--- src/rtl/lsu_mem_ctrl.sv ---
// Data-memory access controller: turns one LSU load/store into a req/gnt + rvalid bus
// transaction, generating byte enables and replicated store data, with misalign/fault/timeout detection.
module lsu_mem_ctrl #(
   parameter int XLEN     = 32,
   parameter int MAX_WAIT = 255
) (
   input  logic            clk,
   input  logic            reset,
   input  logic            req_valid_i,
   input  logic            req_store_i,
   input  logic [XLEN-1:0] req_adr_i,
   input  logic [2:0]      req_size_i,
   input  logic [XLEN-1:0] req_wdata_i,
   input  logic            flush_i,
   output logic            stall_o,
   output logic            done_o,
   output logic [XLEN-1:0] load_data_o,
   output logic            misalign_o,
   output logic            access_fault_o,
   output logic            mem_req_o,
   output logic            mem_we_o,
   output logic [XLEN-1:0] mem_adr_o,
   output logic [3:0]      mem_be_o,
   output logic [XLEN-1:0] mem_wdata_o,
   input  logic            mem_gnt_i,
   input  logic            mem_rvalid_i,
   input  logic [XLEN-1:0] mem_rdata_i,
   input  logic            mem_err_i
);

   localparam int CNT_W = $clog2(MAX_WAIT + 1);

   typedef enum logic [1:0] {
      IDLE = 2'd0,
      REQ  = 2'd1,
      RSP  = 2'd2
   } state_t;

   state_t           state_r;
   logic [CNT_W-1:0] wait_cnt_r;
   logic             flushed_r;
   logic             misalign_s;
   logic             accept_s;
   logic             timeout_s;

   // Anything that is not a clean byte/half one-hot code is handled as a word access.
   function automatic logic [3:0] calc_be(input logic [2:0] size, input logic [1:0] lo);
      case (size)
         3'b001:  calc_be = 4'b0001 << lo;
         3'b010:  calc_be = 4'b0011 << lo;
         default: calc_be = 4'b1111;
      endcase
   endfunction

   function automatic logic [XLEN-1:0] calc_wdata(input logic [2:0] size, input logic [XLEN-1:0] d);
      case (size)
         3'b001:  calc_wdata = {(XLEN/8){d[7:0]}};
         3'b010:  calc_wdata = {(XLEN/16){d[15:0]}};
         default: calc_wdata = d;
      endcase
   endfunction

   // Request decode: alignment check, acceptance and wait-budget expiry.
   always_comb begin
      misalign_s = 1'b0;
      case (req_size_i)
         3'b001:  misalign_s = 1'b0;
         3'b010:  misalign_s = req_adr_i[0];
         default: misalign_s = (req_adr_i[1:0] != 2'b00);
      endcase
      accept_s  = (state_r == IDLE) && req_valid_i && !flush_i && !misalign_s;
      timeout_s = (state_r != IDLE) && (wait_cnt_r == CNT_W'(MAX_WAIT - 1));
   end

   assign stall_o = (state_r != IDLE) || accept_s;

   // Transaction FSM with registered bus and result outputs.
   always_ff @(posedge clk or posedge reset) begin
      if (reset) begin
         state_r        <= IDLE;
         wait_cnt_r     <= {CNT_W{1'b0}};
         flushed_r      <= 1'b0;
         done_o         <= 1'b0;
         misalign_o     <= 1'b0;
         access_fault_o <= 1'b0;
         load_data_o    <= {XLEN{1'b0}};
         mem_req_o      <= 1'b0;
         mem_we_o       <= 1'b0;
         mem_adr_o      <= {XLEN{1'b0}};
         mem_be_o       <= 4'b0000;
         mem_wdata_o    <= {XLEN{1'b0}};
      end else begin
         done_o         <= 1'b0;
         misalign_o     <= 1'b0;
         access_fault_o <= 1'b0;
         case (state_r)
            IDLE: begin
               if (req_valid_i && !flush_i && misalign_s) begin
                  misalign_o <= 1'b1;
               end else if (accept_s) begin
                  state_r     <= REQ;
                  mem_req_o   <= 1'b1;
                  mem_we_o    <= req_store_i;
                  mem_adr_o   <= {req_adr_i[XLEN-1:2], 2'b00};
                  mem_be_o    <= calc_be(req_size_i, req_adr_i[1:0]);
                  mem_wdata_o <= req_store_i ? calc_wdata(req_size_i, req_wdata_i) : {XLEN{1'b0}};
                  wait_cnt_r  <= {CNT_W{1'b0}};
                  flushed_r   <= 1'b0;
               end
            end
            REQ: begin
               wait_cnt_r <= wait_cnt_r + CNT_W'(1);
               // A grant in the last budget cycle cannot be answered in time, so the budget wins.
               if (timeout_s) begin
                  state_r        <= IDLE;
                  mem_req_o      <= 1'b0;
                  access_fault_o <= 1'b1;
               end else if (mem_gnt_i) begin
                  state_r   <= RSP;
                  mem_req_o <= 1'b0;
                  flushed_r <= flush_i;
               end else if (flush_i) begin
                  state_r   <= IDLE;
                  mem_req_o <= 1'b0;
               end
            end
            RSP: begin
               wait_cnt_r <= wait_cnt_r + CNT_W'(1);
               if (mem_rvalid_i) begin
                  state_r   <= IDLE;
                  flushed_r <= 1'b0;
                  if (!flushed_r && !flush_i) begin
                     if (mem_err_i) begin
                        access_fault_o <= 1'b1;
                     end else begin
                        done_o <= 1'b1;
                        if (!mem_we_o) begin
                           load_data_o <= mem_rdata_i;
                        end
                     end
                  end
               end else if (timeout_s) begin
                  state_r        <= IDLE;
                  flushed_r      <= 1'b0;
                  access_fault_o <= !(flushed_r || flush_i);
               end else if (flush_i) begin
                  flushed_r <= 1'b1;
               end
            end
            default: begin
               state_r   <= IDLE;
               mem_req_o <= 1'b0;
               flushed_r <= 1'b0;
            end
         endcase
      end
   end

endmodule
--- config.mk ---
export PLATFORM = sky130hd
export DESIGN_NAME = lsu_mem_ctrl
export DESIGN_NICKNAME = d
export VERILOG_FILES = /design/src/rtl/lsu_mem_ctrl.sv
export SDC_FILE = /design/constraint.sdc
export NUM_CORES = 1
export LEC_CHECK = 0
export CORE_UTILIZATION = 45
export CTS_CLUSTER_SIZE = 30
export DETAILED_ROUTE_END_ITERATION = 8
export PLACE_DENSITY = 0.86
export SLEW_MARGIN = 20
export SYNTH_ARGS = -nofsm -noshare
export SYNTH_HDL_FRONTEND = slang
export SYNTH_SLANG_ARGS = --single-unit
--- constraint.sdc ---
create_clock -name clk -period 9.9 [get_ports clk]
set_input_delay 2.97 -clock clk [delete_from_list [all_inputs] [get_ports clk]]
set_output_delay 2.97 -clock clk [all_outputs]
set_load 0.01 [all_outputs]
==> results.md <==
- Main combinational cell family by area after synthesis: multiplexers
- CP dominant cell by count: clkdlybuf4s50_1
- Critical Path Start: req_size_i[2]
- Synth unique cells: 45
- Power per cell area: 269 nW/um^2
- DRC Markers: 0
- Max Root-Sink Buffers: 2
- I/O Pins: 213
- Finished Core Util: 72.0%
- Final Skew: 0.00999 ns
- Crit path capture type: output pin
- Compound-cell area share of the yosys netlist: 10.8%
- Setup TNS: 0 ns
- Number of synthesized register bits: 114
- Yosys top cell by area: dfrtp_1
- Largest net degree at the start of global routing: 93
- CTS buffer count: 17
- LEAKAGE: 3.36 nW
- Initial antenna violation count: 0
- Final setup viols: 0
- Critical path type: in2out
- Die area: 11500 sq um
- Yosys warning count: 0
- Cells after synthesis: 430
- Share of the synthesized area in the top cell type: 57.2%
- CTS tree: built
- Simple-gate share of the synthesized area: 12.0%
- Hold WC Path Type: reg2reg
- # Post-CTS Setup Buffers: 0
- Post-synthesis cell area: 4980 sq um
- Vias per cell: 5.25
- Mean post-synth cell area: 11.6 sq um
- Chip width: 107 microns
- Row count: 38
- Clock Latency Late Sink: 0.52 ns
- Most frequent cell after synthesis: dfrtp_1
- Vias in the first global route: 4127
- Most frequent cells after synthesis: 114 x dfrtp_1, 62 x mux2_2, 57 x nand2_1
- Synth async-reset ratio: 100%
- CP peak stage delay: 0.66 ns
- Hold Vio Cnt, Final: 0
- Post-CTS resize count: 0
- Crit path required time: 6.93 ns
- Via Count: 4155
- H-Tree Depth: 4
- Critical-path cell list: clkdlybuf4s50_1 > o21ai_1 > o311ai_4 > and2_1 > inv_1 > clkdlybuf4s50_1
- Area grow syn2layout: 56.0%
- Final nets: 750
- Seq/Total Area, Yosys: 57.2%
- Total power: 2.09 mW
- Peak supply drop: 144 uV
- WP buf/inv: 3
- Min Tclk post-route: 7.97 ns
- DRT Pass-1 Iters: 5
- Synth Area in XOR/XNOR: 0%
- Total GRT Usage: 23.9%
- Port-buffer cells: 210
- Initial core utilization: 46.2%
- Clock tree root buffer cell: clkbuf_8
- Routed Antenna Nets: 0
- Worst-path fanout max: 15
- Least-Margin Pin Slew: 0.974 ns
- Clock sinks: 114
- Status: finished clean
- WL final: 13600 microns
- Footprint of the multi-input gates: 2010 sq um
- Hold-fix buffers, CTS: 0
- Post-synthesis mux area share: 15.6%
- EDFF count, synth: 0
- Clock transition at path regs: 0.05 ns
- Global placement routability congestion: 0.908
- Fillcell total: 762
- Synth area leaders: dfrtp_1 57%, mux2_2 14%, nand2_1 4.3%
- Final-report max-slew violation count: 0
- Max Clock Freq: 125 MHz
- Reg-to-Reg Start: state_r[0]
- Reg area: 2850 sq um
- Layout Cells excl Fill: 791
- Total congestion overflow: 0
- Cell family with most CP delay: buffers and inverters
- Final period utilization: 80.5%
- RSZ-0062 raised after global routing: no
- Final hold slack: 0.475 ns
- Wirelength per Cell: 17.2 microns
- Core Box Area: 10800 sq um
- Critical Path Source Type: input port
- Slew headroom: 35.0%
- Reg-to-reg slack, setup: 7.29 ns
- Die height: 107 microns
- ANT cells: 0
- Global-route wire length before repair: 20800 microns
- Worst Path Arrival: 5.00 ns
- Slowest CP cell: clkdlybuf4s50_1
- Layout cells sized above 1: 15.4%
- Post-Synth Adder-Cell Area: 1.26%
- Top_reg_cell synth: dfrtp_1
- Dpl hpwl: 9700 microns
- Min-Delay Startpoint: mem_wdata_o[27]
- Max Cap Viol: 0
- 1st-iter DRT viols: 209
- Inst Count DP: 759
state kept, by name, summed over array words and instances, names as in the netlist:
name            count
load_data_o        32
mem_wdata_o        32
mem_adr_o          30
wait_cnt_r          8
mem_be_o            4
state_r             2
access_fault_o      1
done_o              1
flushed_r           1
mem_req_o           1
mem_we_o            1
misalign_o          1
per-stage QoR:
stage / setup slack (ns) / instance area [sq um]
6_report: 1.93 / 7770
5_1_grt: 1.80 / 7770
4_1_cts: 1.94 / 7770
3_5_place_dp: 1.95 / 7200
3_3_place_gp: 2.00 / 7200
2_1_floorplan: 3.08 / 4990
power breakdown:
part	total, mW	internal [mW]	switching, mW
logic	0.736	0.442	0.294
registers	0.757	0.645	0.111
clock network	0.595	0.388	0.207
final cells by class:
cell class                      instances  share of cell area, %
Clock inverter                         10                   1.72
Inverter                                8                  0.419
Multi-Input combinational cell        284                   25.9
Tap cell                              140                   2.25
Clock buffer                           22                   5.70
Sequential cell                       114                   36.7
Timing Repair Buffer                  213                   27.3
cells in the final DEF, fill, tap and decap left out, drive strengths merged, types with 3 or more instances in the layout:
master	count
nand2b	6
clkbuf	22
inv	8
nand3	8
nor3b	3
bufinv	3
clkinv	5
ha	5
o31ai	18
o21ai	31
nand2	57
mux2i	8
or4b	3
dfrtp	114
o22a	8
buf	3
nand4	3
nor2	27
nor3	6
mux2	62
and2	3
a21oi	8
clkdlybuf4s50	210
logic make-up after synthesis:
kind of cell	count (synthesis)
AND/OR/NAND/NOR	126
flip-flops	114
other	1
adder cells (fa/ha/maj)	5
multiplexers	70
AO/OA/AOI/OAI	81
buffers and inverters	33
tightest hold or removal path, cell delays in order, from the launching register on:
cell and delay (ns):
dfrtp_1 0.34, nand2_1 0.05, o31ai_1 0.05
final timing paths:
path | to | cells after the start
hold reg to reg | mem_wdata_o[27] | 2
setup reg to reg | wait_cnt_r[0] | 8
hold / removal | mem_wdata_o[27] | 2
max in group asynchronous | load_data_o[13] | 3
min in group asynchronous | flushed_r | 2
setup / recovery | stall_o | 6
routing by layer:
| layer | vias up | track usage [%] | part of all wire, % |
|---|---|---|---|
| li1 | 1951 | - | - |
| met4 | 0 | 11.4 | 2.4 |
| met3 | 25 | 6.14 | 7.7 |
| met2 | 194 | 40.7 | 50 |
| met5 | - | 0 | 0 |
| met1 | 1985 | 28.2 | 40 |
Power figures use the tool's default switching activity.
